$ cat src/rtl/bitwise_logic_pipe_if.sv
// ---------------------------------------------------------------------------
// bitwise_logic_pipe_if
// Handshake bundle for the bitwise logic-ops unit.
//   Input side : in_valid/in_ready, a, b, op, acc_use
//   Output side: out_valid/out_ready, result, zero, all_ones, popcnt
// master = producer/consumer around the unit, slave = the unit itself.
// ---------------------------------------------------------------------------
interface bitwise_logic_pipe_if #(
  parameter int WIDTH = 64
);
  localparam int CNT_W = $clog2(WIDTH + 1);

  logic             in_valid;
  logic             in_ready;
  logic [WIDTH-1:0] a;
  logic [WIDTH-1:0] b;
  logic [2:0]       op;
  logic             acc_use;
  logic             out_valid;
  logic             out_ready;
  logic [WIDTH-1:0] result;
  logic             zero;
  logic             all_ones;
  logic [CNT_W-1:0] popcnt;

  modport master (
    output in_valid, a, b, op, acc_use, out_ready,
    input  in_ready, out_valid, result, zero, all_ones, popcnt
  );

  modport slave (
    input  in_valid, a, b, op, acc_use, out_ready,
    output in_ready, out_valid, result, zero, all_ones, popcnt
  );
endinterface

$ cat src/rtl/bitwise_logic_pipe.sv
// ---------------------------------------------------------------------------
// bitwise_logic_pipe
// Two-stage bitwise logic unit with optional accumulator operand and
// registered result flags.
//   clk   : rising-edge clock
//   reset : synchronous, active-high
//   bus   : bitwise_logic_pipe_if.slave
//           in_valid/in_ready accept a, b, op, acc_use
//           out_valid/out_ready deliver result, zero, all_ones, popcnt
// op: 000 X&B, 001 X|B, 010 X^B, 011 ~(X|B), 100 ~(X&B), 101 ~(X^B),
//     110 X&~B, 111 B      where X = acc_use ? acc : a
// ---------------------------------------------------------------------------

// Single bit slice of the operation mux.
module blp_lane (
  input  logic       i_x,
  input  logic       i_b,
  input  logic [2:0] i_op,
  output logic       o_r
);
  always_comb begin
    o_r = 1'b0;
    unique case (i_op)
      3'b000: o_r = i_x & i_b;
      3'b001: o_r = i_x | i_b;
      3'b010: o_r = i_x ^ i_b;
      3'b011: o_r = ~(i_x | i_b);
      3'b100: o_r = ~(i_x & i_b);
      3'b101: o_r = ~(i_x ^ i_b);
      3'b110: o_r = i_x & ~i_b;
      3'b111: o_r = i_b;
      default: o_r = 1'b0;
    endcase
  end
endmodule

module bitwise_logic_pipe #(
  parameter int WIDTH = 64
) (
  input  logic                 clk,
  input  logic                 reset,
  bitwise_logic_pipe_if.slave  bus
);
  localparam int CNT_W = $clog2(WIDTH + 1);

  // stage 1
  logic             r_v1;
  logic [WIDTH-1:0] r_r1;
  logic [WIDTH-1:0] r_acc;
  // stage 2 (output)
  logic             r_v2;
  logic [WIDTH-1:0] r_result;
  logic             r_zero;
  logic             r_all_ones;
  logic [CNT_W-1:0] r_popcnt;

  logic [WIDTH-1:0] w_x;
  logic [WIDTH-1:0] w_r;
  logic             w_in_ready;
  logic             w_accept;
  logic             w_move;
  logic [CNT_W-1:0] w_pc;

  assign w_x = bus.acc_use ? r_acc : bus.a;

  for (genvar i = 0; i < WIDTH; i++) begin : g_lane
    blp_lane u_lane (
      .i_x  (w_x[i]),
      .i_b  (bus.b[i]),
      .i_op (bus.op),
      .o_r  (w_r[i])
    );
  end

  // Stage 1 can take new data if empty, if stage 2 has room, or if stage 2
  // drains this cycle (then stage 1 moves forward on the same edge).
  assign w_in_ready = !reset && (!r_v1 || !r_v2 || bus.out_ready);
  assign w_accept   = bus.in_valid && w_in_ready;
  assign w_move     = r_v1 && (!r_v2 || bus.out_ready);

  always_comb begin
    w_pc = '0;
    for (int i = 0; i < WIDTH; i++)
      w_pc = w_pc + CNT_W'(r_r1[i]);
  end

  always_ff @(posedge clk) begin
    if (reset) begin
      r_v1       <= 1'b0;
      r_r1       <= '0;
      r_acc      <= '0;
      r_v2       <= 1'b0;
      r_result   <= '0;
      r_zero     <= 1'b0;
      r_all_ones <= 1'b0;
      r_popcnt   <= '0;
    end else begin
      // acc tracks the newest accepted result so acc_use chains without bubbles
      if (w_accept) begin
        r_v1  <= 1'b1;
        r_r1  <= w_r;
        r_acc <= w_r;
      end else if (w_move) begin
        r_v1  <= 1'b0;
      end

      if (w_move) begin
        r_v2       <= 1'b1;
        r_result   <= r_r1;
        r_zero     <= (r_r1 == '0);
        r_all_ones <= &r_r1;
        r_popcnt   <= w_pc;
      end else if (bus.out_ready) begin
        r_v2 <= 1'b0;
      end
    end
  end

  assign bus.in_ready  = w_in_ready;
  assign bus.out_valid = r_v2;
  assign bus.result    = r_result;
  assign bus.zero      = r_zero;
  assign bus.all_ones  = r_all_ones;
  assign bus.popcnt    = r_popcnt;
endmodule

$ cat src/flat_wrapper.sv
// flat-port wrapper written by rule: the top's interface ports become plain ports
module bitwise_logic_pipe_flat 
#(
  parameter int WIDTH = 64
)
  (clk, reset, bus_in_valid, bus_a, bus_b, bus_op, bus_acc_use, bus_out_ready, bus_in_ready, bus_out_valid, bus_result, bus_zero, bus_all_ones, bus_popcnt);
  bitwise_logic_pipe_if #(.WIDTH(WIDTH)) bus_i ();
  input  logic clk;
  input  logic reset;
  input wire logic [$bits(bus_i.in_valid)-1:0] bus_in_valid;
  input wire logic [$bits(bus_i.a)-1:0] bus_a;
  input wire logic [$bits(bus_i.b)-1:0] bus_b;
  input wire logic [$bits(bus_i.op)-1:0] bus_op;
  input wire logic [$bits(bus_i.acc_use)-1:0] bus_acc_use;
  input wire logic [$bits(bus_i.out_ready)-1:0] bus_out_ready;
  output wire logic [$bits(bus_i.in_ready)-1:0] bus_in_ready;
  output wire logic [$bits(bus_i.out_valid)-1:0] bus_out_valid;
  output wire logic [$bits(bus_i.result)-1:0] bus_result;
  output wire logic [$bits(bus_i.zero)-1:0] bus_zero;
  output wire logic [$bits(bus_i.all_ones)-1:0] bus_all_ones;
  output wire logic [$bits(bus_i.popcnt)-1:0] bus_popcnt;
  assign bus_i.in_valid = bus_in_valid;
  assign bus_i.a = bus_a;
  assign bus_i.b = bus_b;
  assign bus_i.op = bus_op;
  assign bus_i.acc_use = bus_acc_use;
  assign bus_i.out_ready = bus_out_ready;
  assign bus_in_ready = bus_i.in_ready;
  assign bus_out_valid = bus_i.out_valid;
  assign bus_result = bus_i.result;
  assign bus_zero = bus_i.zero;
  assign bus_all_ones = bus_i.all_ones;
  assign bus_popcnt = bus_i.popcnt;
  bitwise_logic_pipe #(.WIDTH(WIDTH)) u_core (.clk(clk), .reset(reset), .bus(bus_i));
endmodule
$ cat config.mk
export PLATFORM = sky130hd
export DESIGN_NAME = bitwise_logic_pipe_flat
export DESIGN_NICKNAME = d
export VERILOG_FILES = /design/src/rtl/bitwise_logic_pipe_if.sv /design/src/rtl/bitwise_logic_pipe.sv /design/src/flat_wrapper.sv
export SDC_FILE = /design/constraint.sdc
export NUM_CORES = 1
export LEC_CHECK = 0
export ABC_CLOCK_PERIOD_IN_PS = 8900
export CELL_PAD_IN_SITES_DETAIL_PLACEMENT = 2
export CELL_PAD_IN_SITES_GLOBAL_PLACEMENT = 2
export CORE_ASPECT_RATIO = 2
export CORE_MARGIN = 2
export CORE_UTILIZATION = 34
export CTS_CLUSTER_SIZE = 40
export DETAILED_ROUTE_END_ITERATION = 8
export GPL_TIMING_DRIVEN = 0
export PLACE_DENSITY = 0.92
export SLEW_MARGIN = 20
export SYNTH_ARGS = -nofsm -noshare
export SYNTH_HDL_FRONTEND = slang
export SYNTH_SLANG_ARGS = --single-unit
export TNS_END_PERCENT = 5
$ cat constraint.sdc
create_clock -name clk -period 8.9 [get_ports clk]
set_input_delay 1.78 -clock clk [delete_from_list [all_inputs] [get_ports clk]]
set_output_delay 1.78 -clock clk [all_outputs]
set_load 0.1 [all_outputs]
==> results.ini <==
[floorplanning]
die_h_microns = 294
io_pins = 211
die-area_sq_um = 43800
rows = 106
initial_utilization_pct = 34.4
die_x_microns = 149
core-area_sq_um = 41600

[timing]
hold_viol = 0
rsz0062_at_grt = no
drv_slew = 0
tns_ns = 0
fmax_mhz = 134
setup_violations = 0
tightestPinTransition_ns = 1.04
finalCriticalPeriod_ns = 7.48
maxSlewHeadroom_pct = 30.2
fin_crit_sh_pct = 84.0
skew_ns = 0.0170

[global_route]
grt_max_degree = 17
grt_overflow = 0
track_usage_pct = 32.0
antenna_found_initial = 3
grt_pass1_wl_mm = 104
grt_pass1_vias = 17000

[yosys]
async_flop_share_pct = 0
synthesis.nets = 2062
syn_avg_cell_area_sq_um = 8.60
synth_edf_count = 0
synthFlopType = dfxtp_1
synth_seq_cells = 139
synthesis.area_sq_um = 14300
synthCells = 1663
ys_seq_area_share_pct = 19.5
ys_types = 32
synth_warnings = 0

[routing]
drt_iter0_markers = 852
drcViolationCount = 0
ant_nets = 0
routed_wl_mm = 70.4
firstDrtPassIters = 5
viasPerCell = 5.91
wl_per_cell_microns = 28.8
via_count = 14500

[clock_network]
postCtsHoldBufs = 0
cts-resized-gates = 0
clock-sinks = 139
htreeDepth = 4
cts_buffers = 17
clock_latency_ns = 0.48
postCtsSetupBuffers = 0
clk_pin_slew_worst_paths_ns = 0.07
clockBufferDepth = 2
cts_tree = built
cts-root-buf = clkbuf_16

[worst_setup_path]
cp-start-kind = flip-flop
worstReg2RegEnd = u_core.bus.popcnt[4]
worstPathRequired_ns = 9.30
ff2ff_setup_slack_ns = 1.42
cp_data_arrival_time_ns = 7.88
path_class = reg2reg
cp_max_fo = 6
reg2reg_from = u_core.r_r1[24]
cp-end-kind = flip-flop
rr_worst_depth = 19

[min_path]
hold_end = u_core.bus.popcnt[0]
holdCritPathClass = reg2reg
hold_path_depth = 2
worstHoldStart = u_core.bus.popcnt[0]

[place]
dpl.hpwl_mm = 54.0
gp_congestion = 0.892
io_buffer_count = 207

[finish]
drive_gt1_share_pct = 8.25
fillCellCount = 4660
utilization_pct = 42.3
mostFrequentLayoutCells = inv_1 (223), ha_1 (209), clkdlybuf4s50_1 (207), nand2_1 (204), a21oi_1 (200)
nets = 2288
synthToLayoutAreaGrowth_pct = 23.1
final_common_cell = inv_1

[power]
p_leak_nw = 7.89
power_density_nw_per_um2 = 236
ir_worst_vdd_mv = 0.312

[status]
status = finished, final reports clean

[run]
drv_cap = 0

power breakdown:
| group | internal, mW | switching [mW] | total, mW |
|---|---|---|---|
| Combinational | 1.08 | 1.59 | 2.67 |
| Sequential | 0.665 | 0.0977 | 0.763 |
| Clock | 0.366 | 0.355 | 0.721 |
synthesized netlist by cell type (2+ instances only):
master / instances / area share (%)
nor4_1: 21 / 0.92
o21ai_0: 56 / 2.0
mux4_2: 64 / 10
a211oi_1: 3 / 0.16
nor2_1: 7 / 0.18
a21oi_1: 200 / 7.0
nand2_1: 204 / 5.4
buf_2: 43 / 1.5
buf_4: 7 / 0.37
o21ai_1: 138 / 4.8
ha_1: 209 / 18
a21o_1: 3 / 0.16
buf_6: 9 / 0.71
nand3b_1: 65 / 3.4
dfxtp_1: 139 / 19
nand4_1: 20 / 0.87
buf_1: 9 / 0.24
clkbuf_1: 46 / 1.2
buf_12: 2 / 0.28
fa_1: 54 / 7.6
nor2b_1: 2 / 0.087
inv_1: 223 / 5.9
xnor2_1: 3 / 0.18
mux2i_1: 128 / 9.0
worst max path at each step:
stage / slack [ns] / cells past startpoint / startpoint / endpoint
floorplan: 2.40 / 19 / u_core.r_r1[0] / u_core.bus.popcnt[6]
global placement: 1.74 / 19 / u_core.r_r1[1] / u_core.bus.popcnt[4]
detailed placement: 1.52 / 19 / u_core.r_r1[1] / u_core.bus.popcnt[4]
CTS: 1.46 / 19 / u_core.r_r1[1] / u_core.bus.popcnt[4]
global route: 1.30 / 19 / u_core.r_r1[1] / u_core.bus.popcnt[6]
finish: 1.42 / 19 / u_core.r_r1[24] / u_core.bus.popcnt[4]
per-stage QoR:
step / area (sq um) / hold WS [ns] / instances / total power [mW] / setup slack (ns)
4_1_cts: 17600 / 0.461 / 2442 / 4.14 / 1.46
5_1_grt: 17600 / 0.484 / 2444 / 4.41 / 1.30
6_report: 17600 / 0.456 / 2444 / 4.15 / 1.42
2_1_floorplan: 14300 / 0.473 / 1663 / 2.47 / 2.40
3_3_place_gp: 17100 / 0.430 / 2410 / 3.03 / 1.74
3_5_place_dp: 17100 / 0.451 / 2410 / 3.35 / 1.52
worst max-delay path: stages (launching register included):
cell and delay [ns]:
dfxtp_1 0.66, inv_1 0.17, fa_1 0.60, inv_1 0.07
fa_1 0.56, fa_1 0.61, inv_1 0.07, fa_1 0.51
fa_1 0.62, fa_1 0.56, fa_1 0.53, fa_1 0.56
inv_1 0.07, fa_1 0.47, fa_1 0.45, a21o_1 0.21
a21oi_1 0.22, xnor2_1 0.20, nand2_1 0.10, a21oi_1 0.16
state kept, by name, indices dropped and copies added, names as in the netlist:
signal and flops:
u_core.bus.all_ones 1, u_core.bus.out_valid 1, u_core.bus.popcnt 7, u_core.bus.result 64
u_core.bus.zero 1, u_core.r_r1 64, u_core.r_v1 1
cells by family after synthesis:
logic type / Yosys count / share of synthesized area (%)
AOI/OAI and AO/OA: 401 / 14.2
xor gates and xnor gates: 4 / 0.245
adders and majority gates: 263 / 25.8
buffers and inverters: 339 / 10.2
DFF: 139 / 19.5
muxes: 192 / 19.0
and+or+nand+nor: 325 / 11.1
routing by layer:
metal  GRT usage (%)  wire, microns  vias up
li1                -              -     6126
met1            30.1          22800     7172
met2            57.1          36200      757
met3            6.09           3970      395
met4            29.9           7440        2
met5               0             17        -
layout make-up:
cell class / instances / area, sq um / share of cell area, %
antenna: 2 / 5.00 / 0.0284
buffer: 116 / 616 / 3.50
clock buffer: 18 / 429 / 2.44
clock inverter: 14 / 123 / 0.696
inverter: 223 / 837 / 4.75
multi-input combinational: 1185 / 10100 / 57.2
sequential: 139 / 2780 / 15.8
tap: 540 / 676 / 3.84
timing repair buffer: 207 / 2070 / 11.8
Note: power is estimated with default switching activity, not from simulation.
